**src/rtl/memory_stage_pkg.sv**
```systemverilog
// Shared MEM-stage definitions: FSM states, writeback source encodings and
// the bubble values loaded into MEM/WB while an access is outstanding.
package memory_stage_pkg;

    typedef enum logic {
        IDLE = 1'b0,
        WAIT = 1'b1
    } mem_state_e;

    // regWrtSrc encodings, common to decode and writeback
    localparam logic [2:0] WB_SRC_ALU = 3'd0;
    localparam logic [2:0] WB_SRC_MEM = 3'd1;
    localparam logic [2:0] WB_SRC_SET = 3'd2;
    localparam logic [2:0] WB_SRC_PC  = 3'd3;

    localparam logic BUBBLE_REG_WRT = 1'b0;
    localparam logic BUBBLE_HALT    = 1'b0;

endpackage

```
**src/rtl/memory_stage_req_fsm.sv**
```systemverilog
// Data-memory request sequencer: IDLE/WAIT state, request latches, strobes,
// stall and the capture/bubble select for MEM/WB. Honours MEM_ALIGN_CHECK_EN.
module mem_req_fsm
    import memory_stage_pkg::*;
(
    input  logic        clk,
    input  logic        rst,
    input  logic        mem_en_i,
    input  logic        mem_wrt_i,
    input  logic [15:0] addr_i,
    input  logic [15:0] wdata_i,
    input  logic        mem_done_i,
    output logic [15:0] mem_addr_o,
    output logic [15:0] mem_wdata_o,
    output logic        mem_rd_o,
    output logic        mem_wr_o,
    output logic        stall_o,
    output logic        capture_o,
    output logic        load_rdata_o,
    output logic        clear_mdata_o,
    output logic        drop_wrt_o,
    output logic        flag_err_o
);

    mem_state_e  state_q, state_d;
    logic [15:0] addr_q, addr_d;
    logic [15:0] wdata_q, wdata_d;
    logic        wrt_q, wrt_d;
    logic        misalign;
    logic        stray_done;

`ifdef MEM_ALIGN_CHECK_EN
    assign misalign   = addr_i[0];
    assign stray_done = mem_done_i;
`else
    assign misalign   = 1'b0;
    assign stray_done = 1'b0;
`endif

    // NOTE: every output and next-state gets a default first so no latch is inferred.
    always_comb begin
        state_d       = state_q;
        addr_d        = addr_q;
        wdata_d       = wdata_q;
        wrt_d         = wrt_q;
        mem_addr_o    = addr_q;
        mem_wdata_o   = wdata_q;
        mem_rd_o      = 1'b0;
        mem_wr_o      = 1'b0;
        stall_o       = 1'b0;
        capture_o     = 1'b0;
        load_rdata_o  = 1'b0;
        clear_mdata_o = 1'b0;
        drop_wrt_o    = 1'b0;
        flag_err_o    = 1'b0;

        unique case (state_q)
            IDLE: begin
                mem_addr_o  = addr_i;
                mem_wdata_o = wdata_i;
                if (mem_en_i && !misalign) begin
                    mem_rd_o = ~mem_wrt_i;
                    mem_wr_o = mem_wrt_i;
                    stall_o  = 1'b1;
                    addr_d   = addr_i;
                    wdata_d  = wdata_i;
                    wrt_d    = mem_wrt_i;
                    state_d  = WAIT;
                end else begin
                    capture_o     = 1'b1;
                    clear_mdata_o = 1'b1;
                    drop_wrt_o    = mem_en_i & misalign;
                    flag_err_o    = (mem_en_i & misalign) | stray_done;
                end
            end
            WAIT: begin
                if (mem_done_i) begin
                    capture_o    = 1'b1;
                    load_rdata_o = ~wrt_q;
                    state_d      = IDLE;
                end else begin
                    stall_o = 1'b1;
                end
            end
            default: state_d = IDLE;
        endcase

        // Reset silences the memory port and upstream stall in the reset cycle itself.
        if (rst) begin
            mem_rd_o = 1'b0;
            mem_wr_o = 1'b0;
            stall_o  = 1'b0;
        end
    end

    // NOTE: the request latches are plain flops, so they are reset along with the state.
    always_ff @(posedge clk) begin
        if (rst) begin
            state_q <= IDLE;
            addr_q  <= 16'h0000;
            wdata_q <= 16'h0000;
            wrt_q   <= 1'b0;
        end else begin
            state_q <= state_d;
            addr_q  <= addr_d;
            wdata_q <= wdata_d;
            wrt_q   <= wrt_d;
        end
    end

endmodule

```
**src/rtl/memory_stage.sv**
```systemverilog
// MEM stage of the 16-bit WISC core: data-memory handshake plus MEM/WB bank.
// Optional misaligned-access/stray-done checking under MEM_ALIGN_CHECK_EN.
module memory_stage
    import memory_stage_pkg::*;
(
    input  logic        clk,
    input  logic        rst,
    input  logic [15:0] aluOut,
    input  logic [15:0] reg2DataOut,
    input  logic        memEnOut,
    input  logic        memWrtOut,
    input  logic        regWrtOut,
    input  logic [2:0]  regWrtSrcOut,
    input  logic [2:0]  writeRegOut,
    input  logic [15:0] setVal,
    input  logic [15:0] nextPcOut,
    input  logic        haltOut,
    input  logic        err,
    output logic [15:0] memAddr,
    output logic [15:0] memWData,
    output logic        memRd,
    output logic        memWr,
    input  logic [15:0] memRData,
    input  logic        memDone,
    output logic        stall,
    output logic [15:0] wbAluOut,
    output logic [15:0] wbMemData,
    output logic [15:0] wbSetVal,
    output logic [15:0] wbNextPc,
    output logic        wbRegWrt,
    output logic [2:0]  wbRegWrtSrc,
    output logic [2:0]  wbWriteReg,
    output logic        wbHalt,
    output logic        wbErr
);

    logic capture, load_rdata, clear_mdata, drop_wrt, flag_err;

    mem_req_fsm u_req_fsm (
        .clk          (clk),
        .rst          (rst),
        .mem_en_i     (memEnOut),
        .mem_wrt_i    (memWrtOut),
        .addr_i       (aluOut),
        .wdata_i      (reg2DataOut),
        .mem_done_i   (memDone),
        .mem_addr_o   (memAddr),
        .mem_wdata_o  (memWData),
        .mem_rd_o     (memRd),
        .mem_wr_o     (memWr),
        .stall_o      (stall),
        .capture_o    (capture),
        .load_rdata_o (load_rdata),
        .clear_mdata_o(clear_mdata),
        .drop_wrt_o   (drop_wrt),
        .flag_err_o   (flag_err)
    );

    // NOTE: sequential state uses non-blocking assignments only.
    always_ff @(posedge clk) begin
        if (rst) begin
            wbAluOut    <= 16'h0000;
            wbMemData   <= 16'h0000;
            wbSetVal    <= 16'h0000;
            wbNextPc    <= 16'h0000;
            wbRegWrt    <= 1'b0;
            wbRegWrtSrc <= 3'd0;
            wbWriteReg  <= 3'd0;
            wbHalt      <= 1'b0;
            wbErr       <= 1'b0;
        end else begin
            if (capture) begin
                wbAluOut    <= aluOut;
                wbSetVal    <= setVal;
                wbNextPc    <= nextPcOut;
                wbRegWrt    <= regWrtOut & ~drop_wrt;
                wbRegWrtSrc <= regWrtSrcOut;
                wbWriteReg  <= writeRegOut;
                wbHalt      <= haltOut;
            end else begin
                wbRegWrt <= BUBBLE_REG_WRT;
                wbHalt   <= BUBBLE_HALT;
            end

            // Stores leave the previous load data in place.
            if (load_rdata)
                wbMemData <= memRData;
            else if (clear_mdata)
                wbMemData <= 16'h0000;

            if ((capture && err) || flag_err)
                wbErr <= 1'b1;
        end
    end

endmodule

```
**config.mk**
```make
export PLATFORM = sky130hd
export DESIGN_NAME = memory_stage
export DESIGN_NICKNAME = d
export VERILOG_FILES = /design/src/rtl/memory_stage_pkg.sv /design/src/rtl/memory_stage_req_fsm.sv /design/src/rtl/memory_stage.sv
export SDC_FILE = /design/constraint.sdc
export NUM_CORES = 1
export LEC_CHECK = 0
export CORE_ASPECT_RATIO = 0.8
export CORE_MARGIN = 5
export CORE_UTILIZATION = 25
export CTS_CLUSTER_SIZE = 40
export DETAILED_ROUTE_END_ITERATION = 7
export PLACE_DENSITY = 0.58
export SYNTH_ARGS = -nofsm -noshare
export SYNTH_HDL_FRONTEND = slang
export SYNTH_HIERARCHICAL = 1
export SYNTH_SLANG_ARGS = --single-unit
```
**constraint.sdc**
```tcl
create_clock -name clk -period 3 [get_ports clk]
set_input_delay 0.6 -clock clk [delete_from_list [all_inputs] [get_ports clk]]
set_output_delay 0.6 -clock clk [all_outputs]
set_load 0.01 [all_outputs]
```
==> impl_summary.txt, run 1 <==
----------------------------------------------------
[Pwr]
  Peak supply drop ... 253 µV
  Power density relative to cell area ... 479 mW/mm²
  Static Leak ... 0.00279 µW

[Global route]
  Met1 Usage GRT ... 15.2%
  Maximum number of pins on one net before global-route repair ... 84
  All-Layer GR Usage ... 12.0%
  Total grt overflow ... 0
  Initial antenna violation count ... 0
  Met2 Use GR ... 18.6%
  Wire length of the first global-routing pass ... ~22000 µm
  Vias in the first global route ... 4114
  Met3 GRT Util ... 5.55%
  Routing layer with the top usage in global route ... met2

[Clocking]
  Worst skew pair latency ... between 300 and 400 ps
  Number of CTS-inserted buffers ... 9
  Post-CTS clock slew at the launch and capture registers of the worst setup and hold paths ... 70 ps
  Count of cells resized by post-cts repair ... 0
  Buffer levels on the longest clock path ... 2
  Cell at the root of the clock tree ... sky130_fd_sc_hd__clkbuf_16
  CTS H-tree lvls ... 3
  CTS sink count ... 107
  TritonCTS clock tree ... yes

[Critical path]
  Flop-to-flop setup slack ... 530 ps
  Worst r2r dst ... wbSetVal[13]
  Data required time at the worst endpoint ... ~2400 ps
  Endpoint type of the worst setup path ... output pin
  Worst reg-to-reg path cell count ... 5
  Reg-to-Reg Start ... u_req_fsm/state_q
  Largest fanout on the critical path ... 33
  Element type at the critical path start ... flip-flop
  Worst EP arrival ... 2200 ps
  Critical path type ... reg2out

[Floorplanning]
  FP Rows ... 46
  Chip Height ... roughly 140 µm
  Starting Density ... 25.3%
  Core Region ... roughly 0.020 mm²
  Die Area ... 0.0229 mm²
  Ports ... approximately 200
  DIE WIDTH ... 168 µm

[STA]
  Fin. max-slew vios ... 0
  Fraction of the cycle the final worst path needs ... a little over 90%
  Endpoints failing hold ... 0
  Transition at the pin with the smallest max-transition slack ... 1080 ps
  Fmax ... roughly 360 MHz
  RSZ-0062 raised after global routing ... false
  Summed negative setup slack over all endpoints ... 0 ps
  Worst slew margin relative to its limit ... 27.7%
  Setup clock skew after layout ... 6.86 ps
  Clock period minus worst slack ... 2800 ps
  Final Setup Violations ... 0

[Logic synthesis]
  Portion of the post-synthesis area used by sequential elements ... 43.0%
  Yosys warnings ... 6
  Cells after synthesis ... 450
  Syn_area_per_cell ... 11.1 µm²
  Number of distinct library cells after synthesis ... 30
  Combined area of all synthesized cells ... 0.00498 mm²
  FF+latch count, synth ... around 110

[Hold path]
  Class of the most critical hold timing path ... in2reg
  Worst hold stages ... 2
  Capture endpoint of the worst hold path ... u_req_fsm/state_q
  Hold_sp ... rst

[Detailed routing]
  DR vias/cell ... 4.35
  Number of antenna-violating nets in the routed design ... 0
  Total wirelength of the detailed-routed design ... 14300 µm
  Routed vias ... 3911
  Detailed Routing Iterations Pass 1 ... 4
  Post-route DRC ... 0
  Final routed wire length divided by cell count ... 15.9 µm
  Count of routing violations after the opening detailed-route iteration ... 211

[Run status]
  Status ... complete, no violations

[Place]
  IO Port Bufs ... roughly 200
  Final estimated routing congestion in global placement ... 0.780
  Half-perimeter wire length of the detailed placement result ... 9950 µm

[Finish]
  Commonest non-fill, non-tap cells in the layout ... 199 x sky130_fd_sc_hd__clkdlybuf4s50_1, 106 x sky130_fd_sc_hd__dfxtp_1, 55 x sky130_fd_sc_hd__nor2_1
  Layout Area Growth over Synthesis ... 48.5%
  Antenna cells ... 0
  Layout cells sized above 1 ... 16.4%
  Filler Cells Inserted ... 1955
  Most common cell after layout, fill and taps aside ... sky130_fd_sc_hd__clkdlybuf4s50_1
  Final Core Density ... between 30% and 40%
  Nets@finish ... 725

[Run]
  Number of maximum-capacitance violations ... 0

----------------------------------------------------
[worst max path at each step]
stage,to,cells after the start,slack [ps],start
3_5_place_dp,memWData[7],3,430,u_req_fsm/state_q
4_1_cts,memWData[7],3,20,u_req_fsm/state_q
6_report,memWData[4],3,200,u_req_fsm/state_q
2_1_floorplan,stall,3,1340,memEnOut
5_1_grt,memWData[7],3,120,u_req_fsm/state_q
3_3_place_gp,memWData[7],3,450,u_req_fsm/state_q
[layer usage]
layer	routed length (µm)	vias up
met1	6400	1833
li1	-	1914
met5	0	-
met2	6220	151
met4	208	0
met3	1470	13
[sequential cells by signal, indices dropped and copies added, names as in the netlist]
signal	count
u_req_fsm/state_q	1
u_req_fsm/wdata_q	16
wbRegWrt	1
wbNextPc	16
wbWriteReg	3
wbHalt	1
wbAluOut	16
u_req_fsm/wrt_q	1
u_req_fsm/addr_q	16
wbRegWrtSrc	3
wbSetVal	16
wbErr	1
wbMemData	16
[Yosys cell counts (all sizes together)]
cell	count	area [µm²]
a211oi	1	7.51
o21ai	34	283
clkbuf	15	56.3
inv	15	56.3
buf	27	272
nor4bb	1	10.0
dfxtp	107	2140
conb	1	3.75
or2	1	6.26
and3b	1	8.76
or3b	2	17.5
nand4bb	33	372
nor3b	2	25.0
nor2	57	216
and2b	1	10.0
mux2	32	462
nand2b	33	206
o32ai	14	209
mux2i	54	541
a21oi	2	10.0
nand2	17	66.3
[power breakdown]
group          internal, µW  switching (µW)  leakage [µW]  total (µW)
combinational           478             328       0.00176         806
clock                   581             576      0.000141        1160
sequential             1510            67.2      0.000880        1580
[final cells by class]
cell class / count / area [µm²] / share of cell area [%]
inverters: 15 / 56.3 / 0.762
clock inverters: 6 / 56.3 / 0.762
multi-input cells: 287 / 2470 / 33.4
clock buffers: 10 / 229 / 3.10
repair buffers: 211 / 2100 / 28.5
well taps: 264 / 330 / 4.47
flip-flops and latches: 107 / 2150 / 29.0
[worst max-delay path: stages (launching register included)]
cell                              delay [ps]
sky130_fd_sc_hd__dfxtp_4                 770
sky130_fd_sc_hd__buf_12                  270
sky130_fd_sc_hd__mux2_4                  310
sky130_fd_sc_hd__clkdlybuf4s50_1         480
[repair_timing]
item / CTS / global route
hold buffers: 0 / 0
endpoints found under the setup margin: 0 / 4
buffers inserted: 0 / 1
[per-stage QoR]
| step | instances | cell area [µm²] | setup slack (ps) | total power (µW) | hold slack [ps] |
|---|---|---|---|---|---|
| 6_report | 900 | 7390 | 203 | 3540 | 454 |
| 5_1_grt | 900 | 7390 | 115 | 3730 | 449 |
| 4_1_cts | 899 | 7370 | 17.3 | 3620 | 429 |
| 3_5_place_dp | 883 | 7090 | 425 | 2420 | 458 |
| 3_3_place_gp | 883 | 7090 | 446 | 2400 | 449 |
| 2_1_floorplan | 451 | 4980 | 1340 | 2030 | 440 |
[kinds of logic after synthesis]
logic type	share of synthesized area (%)
AND/OR/NAND/NOR	18.8
flip-flops	43.0
multiplexers	20.1
buffers and inverters	7.71
AO/OA/AOI/OAI	10.2
other	0.0753
Power figures use the tool's default switching activity.
==> inputs of run 2 (changes only) <==
--- a/config.mk
+++ b/config.mk
@@ -5,12 +5,13 @@
 export SDC_FILE = /design/constraint.sdc
 export NUM_CORES = 1
 export LEC_CHECK = 0
+export ABC_AREA = 1
 export CORE_ASPECT_RATIO = 0.8
 export CORE_MARGIN = 5
-export CORE_UTILIZATION = 25
+export CORE_UTILIZATION = 45
 export CTS_CLUSTER_SIZE = 40
 export DETAILED_ROUTE_END_ITERATION = 7
-export PLACE_DENSITY = 0.58
+export PLACE_DENSITY = 0.93
 export SYNTH_ARGS = -nofsm -noshare
 export SYNTH_HDL_FRONTEND = slang
 export SYNTH_HIERARCHICAL = 1
==> run 2 against run 1 <==
Maximum frequency fell by 0.74%. Highest routed layer unchanged. Hold slack improved by 11 ps. Clock power down 6%. Non-clock buffer count is 3 lower. Register-to-register slack improved by 80 ps. Area after synthesis decreased by 12%. Sequential cell count unchanged.
==> impl_summary.txt, run 2 <==
----------------------------------------------------
[Floorplanning]
  Core Region ... 0.00957 mm²
  DIE WIDTH ... 120 µm
  Ports ... 202
  FP Rows ... 32
  Starting Density ... 45.7%
  Chip Height ... 98.2 µm
  Die Area ... 0.0118 mm²

[Finish]
  Post-layout instance area ... 0.00652 mm²
  Layout Area Growth over Synthesis ... 49.0%
  Antenna cells ... 0
  Most common cell after layout, fill and taps aside ... sky130_fd_sc_hd__clkdlybuf4s50_1
  Commonest non-fill, non-tap cells in the layout ... 201 x sky130_fd_sc_hd__clkdlybuf4s50_1, 163 x sky130_fd_sc_hd__nand2_1, 113 x sky130_fd_sc_hd__nor2_1
  Nets@finish ... 847
  Layout cells sized above 1 ... 4.09%
  Final Core Density ... 68.1%

[Pwr]
  Power density relative to cell area ... 526 mW/mm²
  Design internal power ... 2510 µW
  Static Leak ... 0.00276 µW
  Combinational share of power ... 21.9%
  Net switching power ... 925 µW
  Sequential share of power ... 46.4%
  Part of the total power dissipated in the clock network ... 31.8%
  Peak supply drop ... 405 µV
  Sw Share ... 27.0%

[Logic synthesis]
  Portion of the post-synthesis area used by sequential elements ... 49.0%
  Share of flip-flops with an asynchronous set or reset after synthesis ... 0%
  Number of synthesized flops with an enable pin ... 0
  Library cell with the highest instance count after synthesis ... sky130_fd_sc_hd__nand2_1
  Dominant synthesized flop cell ... sky130_fd_sc_hd__dfxtp_1
  FF+latch count, synth ... about 110
  Area contributors post-synth ... sky130_fd_sc_hd__dfxtp_1 49%, sky130_fd_sc_hd__nand2_1 14%, sky130_fd_sc_hd__nor2_1 9.7%
  Syn_area_per_cell ... between 7 and 8 µm²
  Number of distinct library cells after synthesis ... 26
  Synth top cells by count ... 163 x sky130_fd_sc_hd__nand2_1, 113 x sky130_fd_sc_hd__nor2_1, 107 x sky130_fd_sc_hd__dfxtp_1
  Cells after synthesis ... about 580
  Area fraction of the dominant cell type after synthesis ... 49.0%
  Cell type with the highest aggregate area in the netlist ... sky130_fd_sc_hd__dfxtp_1
  Combined area of all synthesized cells ... 0.00438 mm²
  Yosys warnings ... 6

[Clocking]
  Total setup buffers inserted after CTS ... 0
  CTS sink count ... between 100 and 150
  Number of CTS-inserted buffers ... 9
  Count of cells resized by post-cts repair ... 0
  TritonCTS clock tree ... yes
  Buffer levels on the longest clock path ... 2
  Cell at the root of the clock tree ... sky130_fd_sc_hd__clkbuf_16
  Post-CTS clock slew at the launch and capture registers of the worst setup and hold paths ... around 70 ps
  Worst skew pair latency ... ~340 ps
  CTS H-tree lvls ... 3
  Post-cts hold buffer count ... 0

[Run status]
  Status ... complete, no violations

[Place]
  Place WS ... between 200 and 300 ps
  Final estimated routing congestion in global placement ... 0.842
  DP Area ... 0.00624 mm²
  Half-perimeter wire length of the detailed placement result ... 9320 µm
  IO Port Bufs ... between 200 and 250

[Detailed routing]
  Count of routing violations after the opening detailed-route iteration ... roughly 390
  Total wirelength of the detailed-routed design ... ~13000 µm
  DR vias/cell ... 5.08
  Post-route DRC ... 0
  Routed vias ... between 4000 and 5000
  Detailed Routing Iterations Pass 1 ... 4
  Number of antenna-violating nets in the routed design ... 0
  Final routed wire length divided by cell count ... ~15 µm

[Global route]
  All-Layer GR Usage ... 21.6%
  Initial antenna violation count ... 0
  Vias in the first global route ... 4377
  Total grt overflow ... 0
  Maximum number of pins on one net before global-route repair ... between 60 and 70
  Wire length of the first global-routing pass ... around 21000 µm

[Critical path]
  Cell at the slowest stage of the critical path ... sky130_fd_sc_hd__dfxtp_1
  Critical path cell sequence ... buf_4, nand2_1, nand2_1, clkdlybuf4s50_1
  Worst EP arrival ... 2220 ps
  Critical path type ... reg2out
  Cell repeated most along the worst path ... sky130_fd_sc_hd__nand2_1
  Largest fanout on the critical path ... 22
  Slowest cell delay on critical path ... 780 ps
  Data required time at the worst endpoint ... 2400 ps
  Flop-to-flop setup slack ... 610 ps
  Endpoint type of the worst setup path ... output pin
  Element type at the critical path start ... flip-flop

[STA]
  Setup slack of the critical path after layout ... 182 ps
  Fin. max-slew vios ... 0
  RSZ-0062 raised after global routing ... false
  Final Setup Violations ... 0
  Worst slew margin relative to its limit ... 52.0%
  Clock period minus worst slack ... 2820 ps
  Transition at the pin with the smallest max-transition slack ... 719 ps
  Fmax ... 355 MHz
  Endpoints failing hold ... 0
  Summed negative setup slack over all endpoints ... 0 ps
  Setup clock skew after layout ... 8.41 ps
  Fraction of the cycle the final worst path needs ... 93.9%

[Hold path]
  Class of the most critical hold timing path ... reg2reg

[Run]
  Number of maximum-capacitance violations ... 0

----------------------------------------------------
run 2: cell count changes in the layout (fill, tap and decap cells not counted), sizes merged, moves of 14 or more:
cell | before | now
o21ai | 34 | 55
a21oi | 2 | 17
mux2i | 54 | 0
nand3 | 0 | 33
o32ai | 14 | 0
mux2 | 32 | 0
nand2 | 17 | 165
nand4 | 0 | 33
nand4bb | 33 | 0
nor2 | 57 | 114
nand2b | 33 | 0
run 2: critical path, delay by kind of cell (launching register included):
family | cells | cell delay, ps
and+or+nand+nor | 2 | 180
DFF | 1 | 780
buffers and inverters | 2 | 920
run 2: per-stage QoR:
| stage | total power [µW] | hold slack (ps) | std cells |
|---|---|---|---|
| finish | 3430 | 465 | 877 |
| global route | 3610 | 484 | 877 |
| floorplan | 1970 | 447 | 582 |
| detailed placement | 2370 | 457 | 861 |
| CTS | 3470 | 468 | 877 |
| global placement | 2350 | 449 | 861 |
run 2: layout make-up:
type | instances | area (µm²)
Multi-Input combinational cell | 421 | 1850
Clock buffer | 11 | 243
Tap cell | 119 | 149
Sequential cell | 107 | 2140
Fill cell | 744 | 3050
Clock inverter | 5 | 36.3
Inverter | 6 | 32.5
Timing Repair Buffer | 208 | 2060
run 2: worst paths after layout:
check	start	cells after the start	to
max	u_req_fsm/state_q	4	memWData[6]
max reg2reg	u_req_fsm/state_q	6	wbSetVal[15]
min	wbMemData[13]	2	wbMemData[13]
min reg2reg	wbMemData[13]	2	wbMemData[13]
run 2: metal layers:
metal | track usage (%) | wire [µm] | vias to the layer above
met5 | 0 | 0 | -
met4 | 5.40 | 130 | 0
met3 | 10.2 | 1520 | 11
met2 | 36.4 | 6160 | 175
met1 | 24.9 | 5160 | 2049
li1 | - | - | 2224
run 2: cells by family (layout without fill, tap and decap cells):
family,count (synthesis),in the layout,synth area share (%)
and+or+nand+nor,347,347,33.6
DFF,107,107,49.0
AOI/OAI and AO/OA,72,72,8.24
buffers and inverters,54,230,9.09
other,1,2,0.0857
run 2: power groups by stage:
stage | registers (µW) | clock network, µW | logic (µW)
after floorplan | 1650 | 0 | 326
after global placement | 1620 | 0 | 732
after detailed placement | 1620 | 0 | 751
after CTS | 1590 | 1130 | 755
after global routing | 1600 | 1190 | 816
final | 1590 | 1090 | 750
==> inputs of run 3 (changes only) <==
--- a/config.mk
+++ b/config.mk
@@ -12,6 +12,7 @@
 export CTS_CLUSTER_SIZE = 40
 export DETAILED_ROUTE_END_ITERATION = 7
 export PLACE_DENSITY = 0.93
+export REMOVE_ABC_BUFFERS = 1
 export SYNTH_ARGS = -nofsm -noshare
 export SYNTH_HDL_FRONTEND = slang
 export SYNTH_HIERARCHICAL = 1
==> run 3 against run 2 <==
Sequential cell count unchanged. Total power up 0.31%. Non-clock buffer count unchanged. Cell count unchanged. Highest routed layer unchanged. Sequential share of layout area about the same. Routed wire length about the same. Utilization down 0.078 points. Sequential power about the same. Hold slack worse by 1.5 ps. Die area unchanged. Clock skew down 0.92 ps. Largest cell class unchanged.
==> impl_summary.txt, run 3 (same netlist as run 2, synthesis figures left out) <==
----------------------------------------------------
[Finish]
  FF/Latch Area ... 0.00214 mm²
  Multi-input combinational cell area ... ~0.0019 mm²
  Most common cell after layout, fill and taps aside ... sky130_fd_sc_hd__clkdlybuf4s50_1
  Commonest non-fill, non-tap cells in the layout ... 200 x sky130_fd_sc_hd__clkdlybuf4s50_1, 163 x sky130_fd_sc_hd__nand2_1, 113 x sky130_fd_sc_hd__nor2_1
  Antenna cells ... 0
  Nets@finish ... 847
  Filler Cells Inserted ... 758
  Layout cells sized above 1 ... 4.22%
  Layout Area Growth over Synthesis ... 48.8%

[Pwr]
  Peak supply drop ... 449 µV
  Power density relative to cell area ... 529 mW/mm²
  Total power of the final layout ... ~3400 µW
  Static Leak ... 0.00275 µW

[Detailed routing]
  Count of routing violations after the opening detailed-route iteration ... between 300 and 400
  Number of antenna-violating nets in the routed design ... 0
  Post-route DRC ... 0
  DR vias/cell ... 5.13
  Detailed Routing Iterations Pass 1 ... 6
  Total wirelength of the detailed-routed design ... 13000 µm
  Routed vias ... 4497
  Final routed wire length divided by cell count ... ~15 µm

[Clocking]
  Cell at the root of the clock tree ... sky130_fd_sc_hd__clkbuf_16
  Total setup buffers inserted after CTS ... 0
  CTS H-tree lvls ... 3
  Worst skew pair latency ... 340 ps
  Number of CTS-inserted buffers ... 9
  Buffer levels on the longest clock path ... 2
  Post-CTS clock slew at the launch and capture registers of the worst setup and hold paths ... 70 ps
  Count of cells resized by post-cts repair ... 0
  CTS sink count ... 107
  Post-cts hold buffer count ... 0
  TritonCTS clock tree ... yes

[STA]
  Transition at the pin with the smallest max-transition slack ... 638 ps
  RSZ-0062 raised after global routing ... false
  Final Setup Violations ... 0
  Fmax ... 375 MHz
  Summed negative setup slack over all endpoints ... 0 ps
  Setup slack of the critical path after layout ... approximately 330 ps
  Worst slew margin relative to its limit ... between 50% and 60%
  Endpoints failing hold ... 0
  Fin. max-slew vios ... 0
  Fraction of the cycle the final worst path needs ... 88.9%
  Setup clock skew after layout ... roughly 7.5 ps
  Clock period minus worst slack ... around 2700 ps

[Floorplanning]
  DIE WIDTH ... between 100 and 150 µm
  Core Region ... 0.00957 mm²
  FP Rows ... 32
  Ports ... 202
  Die Area ... 0.0118 mm²
  Chip Height ... 98.2 µm
  Starting Density ... 45.7%

[Critical path]
  Element type at the critical path start ... input port
  Largest fanout on the critical path ... 9
  Critical path type ... in2out
  Worst EP arrival ... 2070 ps
  Endpoint type of the worst setup path ... output pin
  Data required time at the worst endpoint ... 2400 ps

[Hold path]
  Class of the most critical hold timing path ... reg2reg

[Run]
  Number of maximum-capacitance violations ... 0

[Global route]
  Total grt overflow ... 0
  All-Layer GR Usage ... 21.4%
  Initial antenna violation count ... 0
  Vias in the first global route ... 4278
  Maximum number of pins on one net before global-route repair ... 66
  Wire length of the first global-routing pass ... between 20000 and 25000 µm

[Place]
  Final estimated routing congestion in global placement ... between 0.7 and 0.8
  IO Port Bufs ... roughly 200
  Half-perimeter wire length of the detailed placement result ... approximately 9000 µm
  Place WS ... 348 ps

[Run status]
  Status ... complete, no violations

----------------------------------------------------
-- run 3: cell count changes in the layout (fill, tap and decap cells not counted) --
cell                              before  now
sky130_fd_sc_hd__buf_2                 0    1
sky130_fd_sc_hd__clkbuf_8              1    0
sky130_fd_sc_hd__clkdlybuf4s50_1     201  200
sky130_fd_sc_hd__clkinv_2              1    0
sky130_fd_sc_hd__clkinvlp_4            3    4
sky130_fd_sc_hd__inv_6                 2    3
-- run 3: per-layer routing --
layer	track usage, %	wire length, µm	up-vias
met5	0	0	-
met3	7.82	1190	20
met2	36.2	6240	187
met1	25.4	5350	2064
met4	6.53	199	0
li1	-	-	2226
-- run 3: path summary, 6_finish.rpt --
check	slack (ps)	startpoint	endpoint	cells after the start
hold reg to reg	460	wbMemData[4]	wbMemData[4]	2
hold / removal	460	wbMemData[4]	wbMemData[4]	2
setup / recovery	330	rst	memWr	5
setup reg to reg	630	u_req_fsm/state_q	wbAluOut[0]	7
-- run 3: metrics by stage --
step,util (%),hold slack [ps],std cells,cell area [µm²]
floorplan,-,450,534,4010
global placement,65.1,448,861,6230
detailed placement,65.1,458,861,6230
CTS,68.0,466,877,6510
global route,68.0,485,877,6510
finish,68.0,464,877,6510
-- run 3: area by class of cell --
| class | instances | area share [%] |
|---|---|---|
| tap | 119 | 2.29 |
| clock inverter | 6 | 0.730 |
| inverter | 6 | 0.500 |
| timing repair buffer | 208 | 31.6 |
| clock buffer | 10 | 3.52 |
| sequential | 107 | 32.9 |
| multi-input combinational | 421 | 28.4 |
-- run 3: worst max-delay path: stages --
cell and delay [ps]:
sky130_fd_sc_hd__clkdlybuf4s50_1 590, sky130_fd_sc_hd__inv_2 130, sky130_fd_sc_hd__nand4_1 120, sky130_fd_sc_hd__inv_1 90
sky130_fd_sc_hd__clkdlybuf4s50_1 540
-- run 3: power breakdown --
part | internal [µW] | switching, µW
Combinational | 388 | 368
Clock | 569 | 528
Sequential | 1530 | 57.7
